==> src/rtl/edge_detect_bank.sv <==
// Multi-channel input conditioner: synchroniser, debounce filter, edge pulse,
// sticky pending flags with per-channel clear, and an OR-reduced interrupt.
module edge_detect_bank #(
  parameter int unsigned CHANNELS        = 8,
  parameter int unsigned SYNC_STAGES     = 2,
  parameter int unsigned DEBOUNCE_CYCLES = 4
) (
  input  logic                clk,
  input  logic                rst,
  input  logic [CHANNELS-1:0] din,
  input  logic [CHANNELS-1:0] mode_rise,
  input  logic [CHANNELS-1:0] mode_fall,
  input  logic [CHANNELS-1:0] clr,
  output logic [CHANNELS-1:0] level,
  output logic [CHANNELS-1:0] pulse,
  output logic [CHANNELS-1:0] pending,
  output logic                irq
);

  localparam int unsigned        CNT_W    = $clog2(DEBOUNCE_CYCLES) + 1;
  localparam logic [CNT_W-1:0]   CNT_LAST = CNT_W'(DEBOUNCE_CYCLES - 1);

  logic [CHANNELS-1:0] sync_q [SYNC_STAGES];
  logic [CNT_W-1:0]    cnt_q  [CHANNELS];
  logic [CNT_W-1:0]    cnt_d  [CHANNELS];
  logic [CHANNELS-1:0] s;
  logic [CHANNELS-1:0] toggle_c;
  logic [CHANNELS-1:0] level_d;
  logic [CHANNELS-1:0] pulse_d;
  logic [CHANNELS-1:0] pending_d;

  assign s = sync_q[SYNC_STAGES-1];

  // A new level is accepted only after it has differed for DEBOUNCE_CYCLES samples.
  always_comb begin
    toggle_c = '0;
    for (int unsigned i = 0; i < CHANNELS; i++) begin
      cnt_d[i] = '0;
      if (s[i] != level[i]) begin
        if (cnt_q[i] == CNT_LAST) begin
          toggle_c[i] = 1'b1;
        end else begin
          cnt_d[i] = cnt_q[i] + CNT_W'(1);
        end
      end
    end
  end

  // Mode is judged against the pre-toggle level: 0->1 uses rise, 1->0 uses fall.
  always_comb begin
    level_d   = level ^ toggle_c;
    pulse_d   = toggle_c & ((~level & mode_rise) | (level & mode_fall));
    pending_d = pulse_d | (pending & ~clr);
  end

  always_ff @(posedge clk or posedge rst) begin
    if (rst) begin
      for (int unsigned k = 0; k < SYNC_STAGES; k++) begin
        sync_q[k] <= '0;
      end
    end else begin
      sync_q[0] <= din;
      for (int unsigned k = 1; k < SYNC_STAGES; k++) begin
        sync_q[k] <= sync_q[k-1];
      end
    end
  end

  always_ff @(posedge clk or posedge rst) begin
    if (rst) begin
      for (int unsigned i = 0; i < CHANNELS; i++) begin
        cnt_q[i] <= '0;
      end
      level   <= '0;
      pulse   <= '0;
      pending <= '0;
      irq     <= 1'b0;
    end else begin
      for (int unsigned i = 0; i < CHANNELS; i++) begin
        cnt_q[i] <= cnt_d[i];
      end
      level   <= level_d;
      pulse   <= pulse_d;
      pending <= pending_d;
      irq     <= |pending;
    end
  end

endmodule

==> config.mk <==
export PLATFORM = sky130hd
export DESIGN_NAME = edge_detect_bank
export DESIGN_NICKNAME = d
export VERILOG_FILES = /design/src/rtl/edge_detect_bank.sv
export SDC_FILE = /design/constraint.sdc
export NUM_CORES = 1
export LEC_CHECK = 0
export BUFFER_PORTS_ARGS = -buffer_cell sky130_fd_sc_hd__buf_2
export CORE_MARGIN = 4
export CORE_UTILIZATION = 26
export CTS_CLUSTER_DIAMETER = 150
export DETAILED_ROUTE_END_ITERATION = 8
export PLACE_DENSITY = 0.43
export SYNTH_ARGS = -nofsm -noshare
export SYNTH_HDL_FRONTEND = slang
export SYNTH_SLANG_ARGS = --single-unit
export TNS_END_PERCENT = 1
==> constraint.sdc <==
create_clock -name clk -period 2.6 [get_ports clk]
set_input_delay 0.13 -clock clk [delete_from_list [all_inputs] [get_ports clk]]
set_output_delay 0.13 -clock clk [all_outputs]
set_load 0.01 [all_outputs]
==> metrics.sh <==
STATUS='complete, no violations'
FLOORPLAN.IO_PINS=59
SLEW_WORST_PIN_PS=493
MAXIMUM_NUMBER_OF_PINS_ON_ONE_NET_BEFORE_GLOBAL_ROUTE_REPAIR=45
SYNTH.AVG_CELL_AREA_UM2=14.4
WORSTSKEWPAIRLATENCY_PS=330
AVGROUTEDWIREPERCELL_UM=11.4
FP.COREAREA_MM2=0.00924
FINAL_NET_COUNT=293
CRITICAL_PATH_BUF_INV_COUNT=0
GRT_FIRST_PASS_WIRELENGTH_MM=7.51
MAX_CAP_VIOLATIONS=0
DRTITER0DRC=23
MOSTFREQUENTLAYOUTCELL='sky130_fd_sc_hd__dfrtp_1'
NETLIST_TOP_CELLS_AREA='sky130_fd_sc_hd__dfrtp_1, sky130_fd_sc_hd__nand3b_1, sky130_fd_sc_hd__ha_1'
DIE_H_UM=106
DRIVE_GT1_SHARE_PCT=37.6
DRT_DRC_VIOLATIONS_LEFT=0
FINAL-MAX-SLEW-VIOLATION-COUNT=0
NUM_ANTENNA_CELLS=0
CLOCK_SKEW_PS=5.85
POST_CTS_RESIZED=0
NUM_VIAS=1519
VDD_IR_DROP_MAX_V=0.000341
SYNTHESIS_TO_LAYOUT_AREA_GROWTH_PCT=30.1
CTS_SETUP_BUFFERS=0
GRTUSAGETOTAL_PCT=8.76
ROW_COUNT=35
CP-START-KIND='register'
PLACE_INST=360
ROUTE.ANTENNA.REMAINING_NETS=0
DIE_WIDTH_UM=106
WORST_SETUP_PATH_END_KIND='register'
FLOORPLAN.DIE_AREA_MM2=0.0111
HOLD_CRIT_PATH_TYPE='input pin to register'
CLKSLEWWORSTSETUPHOLDPATHS_PS=60
PRECTSSETUPSLACK_PS=1430
NUMBER_OF_GLOBAL_ROUTE_VIAS_BEFORE_REPAIR=1564
KIND_OF_CRITICAL_PATH='register to register'
FINAL.PERIOD_UTILIZATION_PCT=45.7
NETLIST.AREA_LEADER.SHARE_PCT=65.8
NETLIST-CELL-TYPE-COUNT=22
VIAS_PER_CELL=3.96
CRITPATHARRIVALTIME_PS=1400
MAX_FREQ_GHz=0.842
FIN_CELLS=384
CLOCK_TREE.ROOT_CELL='sky130_fd_sc_hd__clkbuf_8'
CP_DATA_REQUIRED_TIME_PS=2820
CPMAXSTAGEDELAYCELL='sky130_fd_sc_hd__dfrtp_1'
MAX_SLEW_MARGIN_PCT=67.1
LEAKAGE_nW=1.62
WORST-PATH-MAX-FANOUT=5
ANTENNA_FOUND_INITIAL=0
FIRST_PASS_ITERS=4
SYNTH_NETS=214
CRIT_PATH_TIME_FINAL_PS=1190
SYNTH_LARGEST_AREA_CELL='sky130_fd_sc_hd__dfrtp_1'
FINALWEIGHTEDCONGESTION=0.676
HOLD_WS_PS=68.2
YS_FF_LATCH=65
SYN_AREA_MM2=0.00247
CTS_INSERTED_BUFFERS=9
ROUTE.FINAL.WIRE_LENGTH_MM=4.38
SYNTH-SEQ-AREA-SHARE_PCT=65.8
GATE_COUNT_POST_SYNTH=172
PWR_PER_CELL_AREA_mW_PER_MM2=871
CTS-HTREE-LEVELS=3
SETUP_SLACK_PS=1410
SYNTH-WARNING-COUNT=0
FINAL-HOLD-VIOLATION-COUNT=0
GRT_OVERFLOW_TOTAL=0
WORST_PATH_LARGEST_CELL_DELAY_PS=360
SETUP_REPAIR_AFTER_GLOBAL_ROUTING_MISSED_ITS_MARGIN='false'
MOST-COMMON-LAYOUT-CELLS='sky130_fd_sc_hd__dfrtp_1, sky130_fd_sc_hd__buf_2, sky130_fd_sc_hd__nand3b_1'
CTS_TREE='built'
PLACED_WIRE_LENGTH_ESTIMATE_MM=3.18
CTS.SINKS=65
CRITICAL-PATH-TOP-DELAY-FAMILY='flip-flops'
SETUP_TOTAL_NEGATIVE_SLACK_PS=0
REPORT.FINAL.SETUP_VIOL=0
STARTING_UTILIZATION_OF_THE_CORE_AREA_PCT=26.8
CLOCK_PATH_BUFFERS=2
NUMPORTBUFFERS=58
WORSTPATHCELLLIST='ha_1 > nor2b_4 > mux2_2'
-- power by group --
part	switching, mW	internal, mW
sequential	0.146	1.21
clock	0.351	0.418
combinational	0.311	0.360
-- layout make-up --
cell class                 count  area, um2
multi-input combinational     95        801
tap                          129        161
inverter                      12       45.0
clock inverter                 2       12.5
clock buffer                  13        169
timing repair buffer          68        400
sequential                    65       1630
fill                         951       6020
-- metal layers --
layer | wire, um | part of all wire, % | vias to the layer above | track usage (%)
li1 | - | - | 747 | -
met2 | 2050 | 47 | 37 | 12.8
met4 | 80 | 1.8 | 0 | 4.72
met1 | 1970 | 45 | 726 | 10.9
met3 | 287 | 6.6 | 9 | 3.80
met5 | 0 | 0 | - | 0
-- final timing paths --
kind,start,endpoint,slack (ps),cells after the start
max reg2reg,cnt_q[0],register,1410,3
min in group asynchronous,rst,sync_q[12],370,3
min,clr[0],pending[0],70,3
max in group asynchronous,rst,pending[4],1630,4
max,cnt_q[0],register,1410,3
min reg2reg,sync_q[14],s[6],350,0
-- worst reg2reg max path, delay by kind of cell (launching register included) --
family	cells	cell delay (ps)
adder cells (fa/ha/maj)	1	180
AND/OR/NAND/NOR	1	200
multiplexers	1	340
flip-flops	1	360
-- synth_stat cells --
library cell,n
sky130_fd_sc_hd__dfrtp_1,65
sky130_fd_sc_hd__nand3b_1,14
sky130_fd_sc_hd__nor3b_1,13
sky130_fd_sc_hd__inv_1,12
sky130_fd_sc_hd__ha_1,8
sky130_fd_sc_hd__mux2_2,8
sky130_fd_sc_hd__xnor2_1,8
sky130_fd_sc_hd__a21o_1,6
sky130_fd_sc_hd__nor3_1,6
sky130_fd_sc_hd__a21oi_2,5
sky130_fd_sc_hd__nand2b_4,5
sky130_fd_sc_hd__nand2_1,3
sky130_fd_sc_hd__nor2b_1,3
sky130_fd_sc_hd__a22o_1,2
sky130_fd_sc_hd__and2_1,2
sky130_fd_sc_hd__nand2b_1,2
sky130_fd_sc_hd__nor2_1,2
sky130_fd_sc_hd__nor2b_4,2
sky130_fd_sc_hd__nor4_1,2
sky130_fd_sc_hd__o21ai_0,2
sky130_fd_sc_hd__a21boi_2,1
sky130_fd_sc_hd__nor2b_2,1
-- stage by stage --
stage / utilization (%) / total power [mW] / area (um2)
2_1_floorplan: - / 1.83 / 2470
3_3_place_gp: 31.9 / 2.06 / 2940
3_5_place_dp: 31.9 / 2.06 / 2940
4_1_cts: 34.8 / 2.87 / 3220
5_1_grt: 34.8 / 3.02 / 3220
6_report: 34.8 / 2.80 / 3220
-- cells by family after synthesis --
group | Yosys count | synth area share [%]
xor+xnor | 8 | 2.83
simple gates | 55 | 16.7
compound gates | 16 | 5.16
fa+ha+maj | 8 | 4.05
buf+inv | 12 | 1.82
flops | 65 | 65.8
mux | 8 | 3.64
-- what timing repair did --
item	CTS	global route
endpoints found under the hold margin	29	0
endpoints found under the setup margin	0	0
hold buffers	9	0
(Power assumes the default switching activity.)
